File: src/rtl/run_gen_pkg.sv
// rtl/run_gen_pkg.sv - shared state, command type and defaults for the run-length pattern generator
package run_gen_pkg;

  localparam int RG_CNT_W         = 8;
  localparam int RG_DETECT_THRESH = 3;

  typedef enum logic [1:0] {
    IDLE = 2'd0,
    RUN  = 2'd1,
    GAP  = 2'd2
  } state_t;

  typedef struct packed {
    logic [RG_CNT_W-1:0] run;
    logic [RG_CNT_W-1:0] gap;
  } run_cmd_t;

endpackage

File: src/rtl/run_cmd_slot.sv
// rtl/run_cmd_slot.sv - one-entry command holding register with load/pop and valid flag
module run_cmd_slot
  import run_gen_pkg::*;
#(
  parameter int W = 2 * RG_CNT_W
) (
  input  logic         Clock,
  input  logic         Reset,
  input  logic         i_load,
  input  logic         i_pop,
  input  logic [W-1:0] i_data,
  output logic         o_valid,
  output logic [W-1:0] o_data
);

  logic         r_valid;
  logic [W-1:0] r_data;

  always_ff @(posedge Clock) begin
    if (Reset) begin
      r_valid <= 1'b0;
      r_data  <= '0;
    end else if (i_load) begin
      r_valid <= 1'b1;
      r_data  <= i_data;
    end else if (i_pop) begin
      r_valid <= 1'b0;
    end
  end

  assign o_valid = r_valid;
  assign o_data  = r_data;

endmodule

File: src/rtl/run_pattern_gen.sv
// rtl/run_pattern_gen.sv - serial run/gap pattern transmitter with detector reference output
module run_pattern_gen
  import run_gen_pkg::*;
#(
  parameter int CNT_W         = RG_CNT_W,
  parameter int DETECT_THRESH = RG_DETECT_THRESH
) (
  input  logic             Clock,
  input  logic             Reset,
  input  logic             CmdValid,
  output logic             CmdReady,
  input  logic [CNT_W-1:0] CmdRun,
  input  logic [CNT_W-1:0] CmdGap,
  output logic             Data,
  output logic             Expect,
  output logic             Busy,
  output logic             Done
);

  typedef struct packed {
    logic [CNT_W-1:0] run;
    logic [CNT_W-1:0] gap;
  } cmd_t;

  localparam int ONES_MAX = DETECT_THRESH + 1;
  localparam int ONES_W   = $clog2(ONES_MAX + 1);
  localparam logic [CNT_W-1:0]  ONE      = CNT_W'(1);
  localparam logic [ONES_W-1:0] ONES_SAT = ONES_W'(ONES_MAX);
  localparam logic [ONES_W-1:0] ONES_THR = ONES_W'(DETECT_THRESH);

  state_t            r_state, w_nxt_state;
  logic [CNT_W-1:0]  r_run_left, w_nxt_run_left;
  logic [CNT_W-1:0]  r_gap_left, w_nxt_gap_left;
  logic [ONES_W-1:0] r_ones, w_nxt_ones;
  logic              r_data, r_expect, r_done;
  logic              w_nxt_done, w_nxt_expect;

  cmd_t w_in_cmd, w_pend_cmd, w_load_cmd;
  logic w_pend_valid, w_accept, w_advance, w_load, w_pend_load, w_pend_pop;

  assign w_in_cmd   = {CmdRun, CmdGap};
  assign CmdReady   = !w_pend_valid && !Reset;
  assign w_accept   = CmdValid && CmdReady;
  // r_done marks the final bit on Data, so the next command may take over at this edge
  assign w_advance  = (r_state == IDLE) || r_done;
  assign w_pend_pop = w_advance && w_pend_valid;
  assign w_pend_load = w_accept && !w_advance;
  assign w_load     = w_pend_pop || (w_accept && w_advance);
  assign w_load_cmd = w_pend_valid ? w_pend_cmd : w_in_cmd;

  run_cmd_slot #(.W(2 * CNT_W)) u_pend (
    .Clock   (Clock),
    .Reset   (Reset),
    .i_load  (w_pend_load),
    .i_pop   (w_pend_pop),
    .i_data  (w_in_cmd),
    .o_valid (w_pend_valid),
    .o_data  (w_pend_cmd)
  );

  always_comb begin
    w_nxt_state    = r_state;
    w_nxt_run_left = r_run_left;
    w_nxt_gap_left = r_gap_left;
    if (w_advance) begin
      if (!w_load) begin
        w_nxt_state    = IDLE;
        w_nxt_run_left = '0;
        w_nxt_gap_left = '0;
      end else if (w_load_cmd.run != '0) begin
        w_nxt_state    = RUN;
        w_nxt_run_left = w_load_cmd.run;
        w_nxt_gap_left = w_load_cmd.gap;
      end else begin
        // an empty {0,0} command still occupies one zero bit so it can carry Done
        w_nxt_state    = GAP;
        w_nxt_run_left = '0;
        w_nxt_gap_left = (w_load_cmd.gap == '0) ? ONE : w_load_cmd.gap;
      end
    end else begin
      case (r_state)
        RUN: begin
          if (r_run_left == ONE) begin
            w_nxt_state    = GAP;
            w_nxt_run_left = '0;
          end else begin
            w_nxt_run_left = r_run_left - ONE;
          end
        end
        GAP:     w_nxt_gap_left = r_gap_left - ONE;
        default: w_nxt_state    = IDLE;
      endcase
    end
  end

  always_comb begin
    w_nxt_done = 1'b0;
    w_nxt_ones = '0;
    if (w_nxt_state == RUN) begin
      w_nxt_done = (w_nxt_run_left == ONE) && (w_nxt_gap_left == '0);
      w_nxt_ones = (r_ones == ONES_SAT) ? r_ones : r_ones + 1'b1;
    end else if (w_nxt_state == GAP) begin
      w_nxt_done = (w_nxt_gap_left == ONE);
    end
    w_nxt_expect = (w_nxt_ones > ONES_THR);
  end

  always_ff @(posedge Clock) begin
    if (Reset) begin
      r_state    <= IDLE;
      r_run_left <= '0;
      r_gap_left <= '0;
      r_ones     <= '0;
      r_data     <= 1'b0;
      r_expect   <= 1'b0;
      r_done     <= 1'b0;
    end else begin
      r_state    <= w_nxt_state;
      r_run_left <= w_nxt_run_left;
      r_gap_left <= w_nxt_gap_left;
      r_ones     <= w_nxt_ones;
      r_data     <= (w_nxt_state == RUN);
      r_expect   <= w_nxt_expect;
      r_done     <= w_nxt_done;
    end
  end

  assign Data   = r_data;
  assign Expect = r_expect;
  assign Done   = r_done;
  assign Busy   = (r_state != IDLE) || w_pend_valid;

endmodule
File: config.mk
export PLATFORM = sky130hd
export DESIGN_NAME = run_pattern_gen
export DESIGN_NICKNAME = d
export VERILOG_FILES = /design/src/rtl/run_gen_pkg.sv /design/src/rtl/run_cmd_slot.sv /design/src/rtl/run_pattern_gen.sv
export SDC_FILE = /design/constraint.sdc
export NUM_CORES = 1
export LEC_CHECK = 0
export CORE_UTILIZATION = 55
export CTS_CLUSTER_SIZE = 20
export DETAILED_ROUTE_END_ITERATION = 6
export PLACE_DENSITY = 0.82
export SLEW_MARGIN = 20
export SYNTH_ARGS = -nofsm -noshare
export SYNTH_HDL_FRONTEND = slang
export SYNTH_HIERARCHICAL = 1
export SYNTH_SLANG_ARGS = --single-unit
File: constraint.sdc
create_clock -name Clock -period 3.2 [get_ports Clock]
set_input_delay 0.64 -clock Clock [delete_from_list [all_inputs] [get_ports Clock]]
set_output_delay 0.64 -clock Clock [all_outputs]
set_load 0.01 [all_outputs]
==> metrics.md, run 1 <==
| Metric | Value |
|---|---|
| Largest net degree at the start of global routing | 37 |
| Die width | 67.9 µm |
| Tmin final | 2.55 ns |
| Worst path slowest cell | clkdlybuf4s50_1 |
| Port Buf Inserts | 23 |
| Routed wire per std cell | 14.2 µm |
| Drt first pass iters | 5 |
| Final worst path period share | 79.7% |
| Chip height | 67.9 µm |
| Clock latency on the worst-skew pair | 0.30 ns |
| EDFF count, synth | 0 |
| Fraction of layout cells with a size suffix above 1 | 10.6% |
| CP delay by family, top | compound AO/OA/AOI/OAI gates |
| Post-Syn Instances | 279 |
| Peak VDD IR | 0.000274 V |
| H-tree depth reported by CTS | 2 |
| Rel. slew slack | 66.2% |
| Sum of negative setup slack | 0 ns |
| Sequential area share after synthesis | 33.5% |
| CTS Hold Buffers Added | 0 |
| Worst slew pin tran | 0.503 ns |
| Placed Instances | 345 |
| Vias in the first global route | 1,856 |
| I/O Pins | 24 |
| Leakage | 0.983 nW |
| Worst Setup End Kind | flop |
| Antenna diode count | 0 |
| Initial antenna violation count | 0 |
| Critical-path cell list | clkdlybuf4s50_1, nor2b_1, o21ai_1, buf_4, nor2_1, a21oi_1, o2111ai_1, a2111oi_2 |
| Fin Hold WS | 0.504 ns |
| Clk_skew | 0.0136 ns |
| Most frequent cells in the layout | 58 x nor2_1, 40 x dfxtp_1, 31 x mux2i_1, 23 x clkdlybuf4s50_1, 16 x a21oi_1 |
| Ys Warns | 6 |
| Uppermost routed layer | met4 |
| Nets | 330 |
| Post-synth ARST share | 0% |
| Net count after synthesis | 307 |
| Largest area contributor in the netlist | dfxtp_1 |
| Status | finished, final reports clean |
| Max cap viols | 0 |
| Initial core utilization | 58.4% |
| Worst Setup Start Kind | input pin |
| Critical path type | input pin to flop |
| PD cells | 375 mW/mm² |
| Row count | 23 |
| First-pass GRT wire length | 8480 µm |
| Avg Inst Size Synth | 8.56 µm² |
| Area contributors post-synth | dfxtp_1 34%, mux2i_1 13%, nor2_1 9.3% |
| Via count | 2,033 |
| Met3 wire length | 229 µm |
| Final hold vios | 0 |
| Initial DRC Count | 127 |
| Highest Clock Rate | 0.392 GHz |
| Max stage delay on crit path | 0.59 ns |
| Worst EP arrival | 2.75 ns |
| Commonest non-fill, non-tap cell in the layout | nor2_1 |
| Share of the synthesized area in the top cell type | 33.5% |
| Gr ovfl total | 0 |
| CTS Buf Count | 5 |
| Antenna violation net count after detailed routing | 0 |
| HP Class | flop to flop |
| Buf/Inv on CP | 2 |
| Met1 wire length | 2460 µm |
| CTS sink cnt | 40 |
| RSZ-0062 raised after global routing | false |
| Finished Layout Cells | 353 |
| CP required | 3.40 ns |
| FF+latch count, synth | 40 |
| Number of setup buffers added after CTS | 0 |
| Max-slew violation count | 0 |
| DRT Wirelength | 5010 µm |
| CTS Root Cell | clkbuf_8 |
| Drt via density | 5.76 |
| Met2 routed WL | 2270 µm |
| Ys flop type | dfxtp_1 |
| Clock transition at path regs | 0.09 ns |
| Fill count | 337 |
| CTS resizes | 0 |
| Post-layout util | 66.8% |
| CTS tree | yes |
| DRC viols | 0 |
| Gpl congestion | 0.936 |
| DP HPWL | 3780 µm |
| CTS max path bufs | 2 |
| Crit path max fanout | 9 |
| Placeable Area | 0.00409 mm² |
| Unique cell type count in the Yosys netlist | 55 |
| Setup violators final | 0 |
| Mapped Area | 0.00239 mm² |
| Area grow syn2layout | 14.3% |
| DIE AREA | 0.00461 mm² |
| Total Routing Usage GR | 24.4% |
-- Yosys cell counts, types with 2 or more instances --
library cell	count
buf_2	5
dfxtp_1	40
nor2_1	59
nand2b_1	2
or4_1	2
nor3_1	5
nor2b_1	5
xnor2_1	6
o311ai_0	2
clkbuf_1	4
nand3_1	6
o22ai_1	6
or2_2	3
xor2_1	6
buf_6	2
nor4b_1	2
nand3b_1	2
or4b_2	2
nand4b_1	2
mux2_2	2
mux2i_1	31
inv_1	13
ha_1	9
nand2_1	10
nor4_1	4
a21oi_1	16
o211ai_1	5
-- worst paths after layout --
kind,from,slack [ns],end,depth (start not counted)
worst min-delay path,u_pend/o_data[7],0.50,u_pend/o_data[7],2
worst min register to register,u_pend/o_data[7],0.50,u_pend/o_data[7],2
worst max-delay path,Reset,0.65,Done,8
worst max register to register,r_state[1],0.71,Done,8
-- power by group --
| group | leakage (nW) | total [W] | switching (W) | internal, W |
|---|---|---|---|---|
| clock network | 0.0479 | 0.000334 | 0.000182 | 0.000152 |
| registers | 0.324 | 0.000525 | 0.0000136 | 0.000511 |
| logic | 0.611 | 0.000164 | 0.0000857 | 0.0000785 |
| total | 0.983 | 0.00102 | 0.000281 | 0.000741 |
-- flip-flops by register name (all words and copies together), names as in the netlist --
register / count
Data: 1
Done: 1
r_gap_left: 8
r_ones: 3
r_run_left: 8
r_state: 2
u_pend/o_data: 16
u_pend/o_valid: 1
-- through the flow --
stage / instance area (µm²) / worst slack [ns] / total power [W]
global route: 2730 / 0.442 / 0.00107
detailed placement: 2640 / 0.386 / 0.000698
finish: 2730 / 0.650 / 0.00102
CTS: 2730 / 0.673 / 0.00103
global placement: 2640 / 0.465 / 0.000695
floorplan: 2390 / 0.954 / 0.000642
-- final cells by class --
cell class | count | area, µm² | area share (%)
multi-input combinational | 212 | 1450 | 53.0
sequential | 40 | 801 | 29.3
tap | 50 | 62.6 | 2.29
clock inverter | 3 | 18.8 | 0.688
timing repair buffer | 30 | 283 | 10.4
inverter | 13 | 48.8 | 1.79
clock buffer | 5 | 68.8 | 2.52
-- cell families after synthesis --
family,count (synthesis),synth area share [%]
AOI/OAI and AO/OA,43,13.2
adders and majority gates,9,4.72
xor gates and xnor gates,12,4.40
buffers and inverters,27,5.97
muxes,33,13.9
and+or+nand+nor,115,24.3
DFF,40,33.5
-- metal layers --
| metal | track usage [%] | vias up |
|---|---|---|
| li1 | - | 1030 |
| met1 | 34.9 | 940 |
| met2 | 37.1 | 59 |
| met5 | 0 | - |
| met3 | 5.33 | 4 |
| met4 | 6.25 | 0 |
-- worst register-to-register path: cells and delay by family (launching register included) --
family	cells	cell delay (ns)
and+or+nand+nor	2	0.72
DFF	1	0.34
AOI/OAI and AO/OA	3	0.76
buffers and inverters	2	0.19
adders and majority gates	1	0.38
(Power assumes the default switching activity.)
==> run 2: changes to the inputs <==
--- a/config.mk
+++ b/config.mk
@@ -5,10 +5,10 @@
 export SDC_FILE = /design/constraint.sdc
 export NUM_CORES = 1
 export LEC_CHECK = 0
-export CORE_UTILIZATION = 55
+export CORE_UTILIZATION = 51
 export CTS_CLUSTER_SIZE = 20
 export DETAILED_ROUTE_END_ITERATION = 6
-export PLACE_DENSITY = 0.82
+export PLACE_DENSITY = 0.81
 export SLEW_MARGIN = 20
 export SYNTH_ARGS = -nofsm -noshare
 export SYNTH_HDL_FRONTEND = slang
==> constraint.sdc (replaced) <==
create_clock -name Clock -period 2.1 [get_ports Clock]
set_input_delay 0.42 -clock Clock [delete_from_list [all_inputs] [get_ports Clock]]
set_output_delay 0.42 -clock Clock [all_outputs]
set_load 0.01 [all_outputs]
==> run 2 against run 1 <==
The flow now finishes with violations (negative setup slack). Sequential power rose by 52%. Core utilization is 12 points higher. Non-clock buffer count rose by 56. Register-to-register slack worse by 1.0 ns. Via count is 24% higher. Routed wire length increased by 56%. Largest cell class unchanged. Largest power group is now the clock network. Highest routed layer unchanged.
==> metrics.md, run 2 (synthesis results as in run 1) <==
| Metric | Value |
|---|---|
| Fin area | 0.00349 mm² (+28%) |
| Gr ovfl total | 0 (unchanged) |
| R2R Path End | Done |
| Placed Instances | 393 (+14%) |
| PD cells | 596 mW/mm² (+59%) |
| Worst slew pin tran | 0.507 ns (+0.00351 ns) |
| Most frequent cells in the layout | 58 x buf_4, 56 x nor2_1, 36 x dfxtp_1, 31 x mux2i_1, 19 x clkdlybuf4s50_1 |
| DRC viols | 0 (unchanged) |
| Fraction of layout cells with a size suffix above 1 | 33.4% (+23 points) |
| Post-layout util | 79.1% (+12 points) |
| HP Class | flop to flop |
| Buf/Inv on CP | 2 (unchanged) |
| Highest Clock Rate | 0.418 GHz |
| Worst Setup Start Kind | flop |
| Port Buf Inserts | 23 (unchanged) |
| Final worst path period share | 114% |
| Clock latency on the worst-skew pair | 0.32 ns (+0.02 ns) |
| Total Routing Usage GR | 30.9% (+6.5 points) |
| Leakage | 1.36 nW (+38%) |
| Clk_skew | 0.0154 ns (+0.00182 ns) |
| Max cap viols | 0 (unchanged) |
| Hold Path Stages | 2 (unchanged) |
| Antenna violation net count after detailed routing | 0 (unchanged) |
| Worst path slowest cell | a2111oi_4 |
| CP required | 2.31 ns (-1.09 ns) |
| Antenna diode count | 0 (unchanged) |
| Gpl congestion | 0.905 (-3.3%) |
| Crit path max fanout | 3 (-6) |
| Initial antenna violation count | 0 (unchanged) |
| H-tree depth reported by CTS | 2 (unchanged) |
| Rel. slew slack | 65.9% (-0.37 points) |
| Final worst setup slack | -0.290 ns (-0.940 ns) |
| CTS Root Cell | clkbuf_8 |
| Vias in the first global route | 2,429 (+31%) |
| Area grow syn2layout | 46.3% |
| Max-slew violation count | 0 (unchanged) |
| Setup crit end | Done |
| DP HPWL | 4480 µm (+19%) |
| RSZ-0062 raised after global routing | true |
| Number of flip-flops in the largest register | 16 (unchanged) |
| Stages on worst setup path | 9 (+1) |
| Finished Layout Cells | 411 (+16%) |
| CP delay by family, top | simple AND/OR/NAND/NOR gates |
| Status | finished with violations |
| Largest net degree at the start of global routing | 30 (-19%) |
| Tmin final | 2.39 ns |
| Drt first pass iters | 7 (+2) |
| Final hold vios | 0 (unchanged) |
| Pre-CTS WS | -0.486 ns (-0.872 ns) |
| Routed wire per std cell | 19.0 µm (+34%) |
| Commonest non-fill, non-tap cell in the layout | buf_4 |
| Row count | 24 (+4.3%) |
| Nets | 386 (+17%) |
| CTS tree | yes |
| Peak VDD IR | 0.000411 V (+50%) |
| Chip height | 70.4 µm (+3.7%) |
| Failing checks | negative setup slack |
| Setup crit start | r_gap_left[1] |
| Fill count | 251 (-26%) |
| Via count | 2,530 (+24%) |
| R2R cell count | 9 (+1) |
| DRT Wirelength | 7790 µm (+56%) |
| Worst EP arrival | 2.60 ns (-0.15 ns) |
| Initial core utilization | 54.1% (-4.3 points) |
| R2R setup slack | -0.29 ns (-1.00 ns) |
| Placeable Area | 0.00441 mm² (+8.0%) |
| Max stage delay on crit path | 0.40 ns (-0.19 ns) |
| Critical path type | flop to flop |
| Die width | 70.4 µm (+3.7%) |
| CTS Buf Count | 5 (unchanged) |
| Worst Setup End Kind | flop |
| CTS sink cnt | 40 (unchanged) |
| I/O Pins | 24 (unchanged) |
| Initial DRC Count | 232 (+83%) |
| CTS max path bufs | 2 (unchanged) |
| Setup violators final | 1 (+1) |
| Clock transition at path regs | 0.09 ns (about the same) |
| R2R Path Start | r_gap_left[1] |
| Placed Area | 0.00303 mm² (+15%) |
| Drt via density | 6.16 (+6.9%) |
| DIE AREA | 0.00496 mm² (+7.6%) |
| First-pass GRT wire length | 11,800 µm (+39%) |
| Critical-path cell list | inv_1, ha_1, nand3_1, o311ai_2, buf_4, o211ai_1, nor4_2, nand4b_1, a2111oi_4 |
run 2: timing repair:
action,in CTS,in global routing
hold buffers,0,0
endpoints found under the setup margin,5,5
pin swaps,12,11
buffers inserted,6,6
gates resized for setup,33,21
run 2: layout make-up:
cell class,count,area (µm²),area share [%]
clock buffers,5,68.8,1.97
clock inverters,3,90.1,2.58
well taps,52,65.1,1.86
repair buffers,86,738,21.1
multi-input cells,212,1660,47.6
flip-flops and latches,40,811,23.2
inverters,13,56.3,1.61
run 2: worst min-delay path by stage:
| stage | start | to | slack (ns) |
|---|---|---|---|
| after floorplan | u_pend/o_data[5] | u_pend/o_data[5] | 0.46 |
| after global routing | u_pend/o_data[7] | u_pend/o_data[7] | 0.55 |
| after CTS | u_pend/o_data[7] | u_pend/o_data[7] | 0.52 |
| after detailed placement | u_pend/o_data[5] | u_pend/o_data[5] | 0.49 |
| after global placement | u_pend/o_data[6] | u_pend/o_data[6] | 0.47 |
| final | u_pend/o_data[7] | u_pend/o_data[7] | 0.51 |
run 2: layer usage:
| layer | vias up | track usage, % | wire [µm] |
|---|---|---|---|
| met5 | - | 0 | 0 |
| met4 | 0 | 18.7 | 326 |
| met3 | 36 | 6.06 | 499 |
| met2 | 147 | 52.0 | 3770 |
| met1 | 1203 | 36.1 | 3200 |
| li1 | 1144 | - | - |
run 2: worst min-delay path: stages, from the launching register on:
cell and delay, ns:
dfxtp_1 0.34, mux2i_1 0.07, nor2_1 0.07
run 2: power breakdown:
part	switching [W]	total, W	internal [W]
clock	0.000305	0.000900	0.000595
combinational	0.000194	0.000385	0.000191
sequential	0.0000205	0.000798	0.000777
run 2: stage by stage:
step	power (W)	hold slack [ns]	setup TNS [ns]
after floorplan	0.000982	0.460	0
after global placement	0.00112	0.474	-2.89
after detailed placement	0.00113	0.489	-3.77
after CTS	0.00204	0.522	-0.107
after global routing	0.00213	0.545	-0.428
final	0.00208	0.510	-0.290
==> RTL edit 1, RTL diff (config.mk and constraints of run 1) <==
Encoding of `state_t`: now one-hot (3 bits for 3 states).
--- a/src/rtl/run_gen_pkg.sv
+++ b/src/rtl/run_gen_pkg.sv
@@ -4,10 +4,10 @@
   localparam int RG_CNT_W         = 8;
   localparam int RG_DETECT_THRESH = 3;
 
-  typedef enum logic [1:0] {
-    IDLE = 2'd0,
-    RUN  = 2'd1,
-    GAP  = 2'd2
+  typedef enum logic [2:0] {
+    IDLE = 3'b001,
+    RUN  = 3'b010,
+    GAP  = 3'b100
   } state_t;
 
   typedef struct packed {
Formal check against the unedited RTL: no difference found for any inputs over 10 cycles, from zero or initial values and one cycle with Reset high; not proved beyond that.
==> RTL edit 1 against run 1 <==
Routed wire length is 7.4% higher; critical path type is now reg2out; area after synthesis rose by 2.8%; non-clock buffer count fell by 2; sequential cell count grew 2; final area grew 2.5%; worst setup slack worse by 0.22 ns; utilization increased by 0.73 points; fmax is 8.0% lower; count of clock-buffer cells in the layout up 2.
Power is not compared: it rests on default switching activity, and its combinational part moved more than twofold at a synthesized area within 25%.
==> RTL edit 1: results (changes against run 1) <==
| Metric | Value |
|---|---|
| Run status | finished clean (unchanged) |
| Clock Latency Late Sink | slightly below 0.3 ns |
| Commonest register cell after synthesis | dfxtp_1 (unchanged) |
| Clock slew at reported path FFs | roughly 0.08 ns |
| DR iter-0 viols | 203 (was 127) |
| Fillers | 355 (was 337) |
| N_diodes | 0 (unchanged) |
| Layout Skew | 0.00589 ns (was 0.0136 ns) |
| GRT Total Usage | 25.6% (was 24.4%) |
| Max reg flops | 16 (unchanged) |
| Routing usage on met3 | 5.92% (was 5.33%) |
| Largest net degree at the start of global routing | 19 (was 37) |
| Root Driver | clkbuf_8 (unchanged) |
| WL/cell | 15.4 um (was 14.2 um) |
| Fraction of registers with async set/reset | 0% (unchanged) |
| Yosys Warn Count | 6 (unchanged) |
| IO buf count | 23 (unchanged) |
| Via/cell ratio | 6.12 (was 5.76) |
| First-pass GRT wire length | 8890 um (was 8480 um) |
| Clk buf depth | 2 (unchanged) |
| Initial antenna violation count | 0 (unchanged) |
| Distinct cells, synth | 62 (was 55) |
| Cts repair resizes | 0 (unchanged) |
| Layout cells sized above 1 | 11.4% (was 10.6%) |
| Met1 Use GR | 31.1% (was 34.9%) |
| Register area share after synthesis | 34.3% (was 33.5%) |
| Slew HR | 47.6% (was 66.2%) |
| VDD IR max | between 0.3 and 0.4 mV |
| Final setup fails | 0 (unchanged) |
| Post-CTS Setup Inserts | 0 (unchanged) |
| Final Net Count | 321 (was 330) |
| Mapped Nets | 300 (was 307) |
| Arr. time, crit path | 2.13 ns (was 2.75 ns) |
| Most instantiated cells after synthesis | dfxtp_1, nor2_1, mux2i_1 (was nor2_1, dfxtp_1, mux2i_1) |
| CTS H-tree depth | 2 (unchanged) |
| DRT Pass-1 Iters | 4 (was 5) |
| GPL Wtd Cong | 0.860 (was 0.936) |
| Hpwl dp | 4080 um (was 3780 um) |
| Number of global-route vias before repair | 1958 (was 1856) |
| Path type of the worst min-delay path | reg2reg (unchanged) |
| Inserted Clock Buffers | 5 (unchanged) |
| Synth area leaders | dfxtp_1, mux2i_1, nor2_1 (unchanged) |
| Maximum fanout along the worst path | 11 (was 9) |
| Grt met2 use | 43.4% (was 37.1%) |
| Leak | between 1 and 1.5 nW |
-- RTL edit 1: changes by cell type after synthesis, sizes merged, moves of 4 or more --
cell    delta
mux2       +7
a211oi     +5
and3       +4
o22ai      -6
a21oi      -4
nor3       +6
a22oi      +6
nor2b      -4
mux2i      -4
nor2      -19
o21ai      +4
ha         -4
-- RTL edit 1: final cells by class --
type	instances	area [um^2]	area share, %
Clock buffer	7	76.3	2.73
Inverter	13	48.8	1.74
Tap cell	50	62.6	2.24
Multi-Input combinational cell	207	1470	52.6
Timing Repair Buffer	28	268	9.57
Clock inverter	1	30.0	1.07
Sequential cell	42	841	30.1
-- RTL edit 1: worst paths after layout --
path	startpoint	to	slack, ns	cells past startpoint
max	r_state[0]	Busy	0.43	3
max reg2reg	r_state[0]	Done	0.78	6
min	r_ones[1]	r_ones[1]	0.49	2
min reg2reg	r_ones[1]	r_ones[1]	0.49	2
-- RTL edit 1: power breakdown --
group | switching (W) | total [W] | leakage, nW | internal (W)
combinational | 0.000524 | 0.000948 | 0.619 | 0.000424
sequential | 0.000111 | 0.000730 | 0.342 | 0.000619
clock | 0.000173 | 0.000407 | 0.0524 | 0.000233
total | 0.000808 | 0.00208 | 1.01 | 0.00128
-- RTL edit 1: metal layers --
metal | part of all wire [%] | vias up
li1 | - | 1043
met1 | 44 | 1013
met2 | 50 | 64
met3 | 4.7 | 9
met4 | 1.4 | 0
met5 | 0 | -
-- RTL edit 1: cells by family (layout without fill, tap and decap cells) --
logic type | after synthesis | after routing | share of synthesized area (%)
fa+ha+maj | 5 | 5 | 2.55
buf+inv | 27 | 49 | 5.86
mux | 36 | 36 | 15.1
flops | 42 | 42 | 34.3
xor+xnor | 11 | 11 | 3.93
simple gates | 112 | 112 | 25.5
compound gates | 43 | 43 | 12.7
-- RTL edit 1: through the flow --
step	cells	cell area (um^2)	total power [W]	setup WS, ns	hold WS (ns)
after floorplan	276	2450	0.00145	1.09	0.448
after global placement	340	2690	0.00164	0.580	0.473
after CTS	348	2800	0.00208	0.504	0.490
after detailed placement	340	2690	0.00167	0.487	0.480
final	348	2800	0.00208	0.427	0.491
after global routing	348	2800	0.00222	0.345	0.523
-- RTL edit 1: critical path, cell delays in order, from the launching register on --
cell and delay, ns:
dfxtp_1 0.50, nor3b_1 0.70, nand2_1 0.13, clkdlybuf4s50_1 0.51
==> RTL edit 2, RTL diff (settings of run 1) <==
Made on the original files. Change the package constant `RG_CNT_W` from 8 to 7.
--- a/src/rtl/run_gen_pkg.sv
+++ b/src/rtl/run_gen_pkg.sv
@@ -1,7 +1,7 @@
 // rtl/run_gen_pkg.sv - shared state, command type and defaults for the run-length pattern generator
 package run_gen_pkg;
 
-  localparam int RG_CNT_W         = 8;
+  localparam int RG_CNT_W         = 7;
   localparam int RG_DETECT_THRESH = 3;
 
   typedef enum logic [1:0] {
Interface: changed (resized CmdGap and CmdRun); port bits go from 24 to 22. The function was not compared with the original's and may differ.
==> RTL edit 2 against run 1 <==
The flow now finishes with violations (design-rule violations); sequential cell count shrank 3; first-iteration DRC count down 11%; worst setup slack worse by 0.086 ns; worst hold slack got worse by 0.0035 ns; clock skew down 0.0083 ns; utilization shrank 0.13 points; fmax shrank 3.3%; combinational power is 12% lower; synthesized cell count fell by 14%; routed wire length shrank 13%; final area fell by 11%; count of clock-buffer cells in the layout is 2 higher; area after synthesis down 12%; power shrank 6.5%; critical path type is now reg2reg; critical endpoint unchanged; largest cell class unchanged.
==> RTL edit 2: results (changes against run 1) <==
| Metric | Value |
|---|---|
| Run status | finished with violations (was finished clean) |
| Failing checks | design-rule violations |
| Met3 wire len | 185 um (was 229 um) |
| Routing usage on met3 | 6.61% (was 5.33%) |
| Met1 Use GR | 30.4% (was 34.9%) |
| Clock slew at reported path FFs | 0.07 ns (was 0.09 ns) |
| Top delay family on crit path | simple AND/OR/NAND/NOR gates (was compound AO/OA/AOI/OAI gates) |
| Design area | 2440 um^2 (was 2730 um^2) |
| Register area share after synthesis | 35.1% (was 33.5%) |
| Clock power frac | 34.2% (was 32.7%) |
| Number of global-route vias before repair | 1665 (was 1856) |
| Distinct cells, synth | 51 (was 55) |
| Synth area leaders | dfxtp_1, mux2i_1, nor2_1 (unchanged) |
| Slew HR | 68.8% (was 66.2%) |
| Cell count after synthesis | 239 (was 279) |
| Fin cells | 309 (was 353) |
| DR WL met2 | 2070 um (was 2270 um) |
| Most instantiated cells after synthesis | dfxtp_1, nor2_1, mux2i_1 (was nor2_1, dfxtp_1, mux2i_1) |
| Sequential cell count | 37 (was 40) |
| Clock-cell share | 3.54% (was 3.21%) |
| Setup slack at placement | 0.460 ns (was 0.386 ns) |
| Synthesis-to-layout area growth | 15.7% (was 14.3%) |
| Seq area share | 30.4% (was 29.3%) |
| GRT Total Usage | 24.1% (was 24.4%) |
| GPL Wtd Cong | 0.876 (was 0.936) |
| Buffer share of cell area | 10.5% (was 10.4%) |
| Pint | 0.000714 W (was 0.000741 W) |
| Drc violations | 1 (was 0) |
| Arr. time, crit path | 2.82 ns (was 2.75 ns) |
| Largest net degree at the start of global routing | 21 (was 37) |
| Hpwl dp | 3280 um (was 3780 um) |
| Sw Pwr | 0.000242 W (was 0.000281 W) |
| M1 WL | 2020 um (was 2460 um) |
| Slowest-stage cell, CP | or2_1 (was clkdlybuf4s50_1) |
==> RTL edit 2: cell types whose count changed in the layout (fill, tap and decap cells not counted), moves of 3 or more <==
cell / delta
a21oi_1: -5
dfxtp_1: -3
mux2i_1: -8
nand2b_1: +3
nand3_1: -3
nor2_1: -25
nor3_1: +4
o211ai_1: -3
or2_2: -3
or3_1: +3
==> RTL edit 2: kinds of logic after synthesis <==
group | after synthesis | synth area share, %
AND/OR/NAND/NOR | 95 | 24.3
buffers and inverters | 25 | 5.87
multiplexers | 27 | 13.1
flip-flops | 37 | 35.1
XOR/XNOR | 9 | 3.74
AO/OA/AOI/OAI | 38 | 13.1
adder cells (fa/ha/maj) | 8 | 4.75
==> RTL edit 2: path summary, 6_finish.rpt <==
path	start	end	slack, ns	depth (start not counted)
worst max register to register	r_state[0]	Done	0.56	9
worst min-delay path	u_pend/o_data[0]	u_pend/o_data[0]	0.50	2
worst min register to register	u_pend/o_data[0]	u_pend/o_data[0]	0.50	2
worst max-delay path	r_state[0]	Done	0.56	9
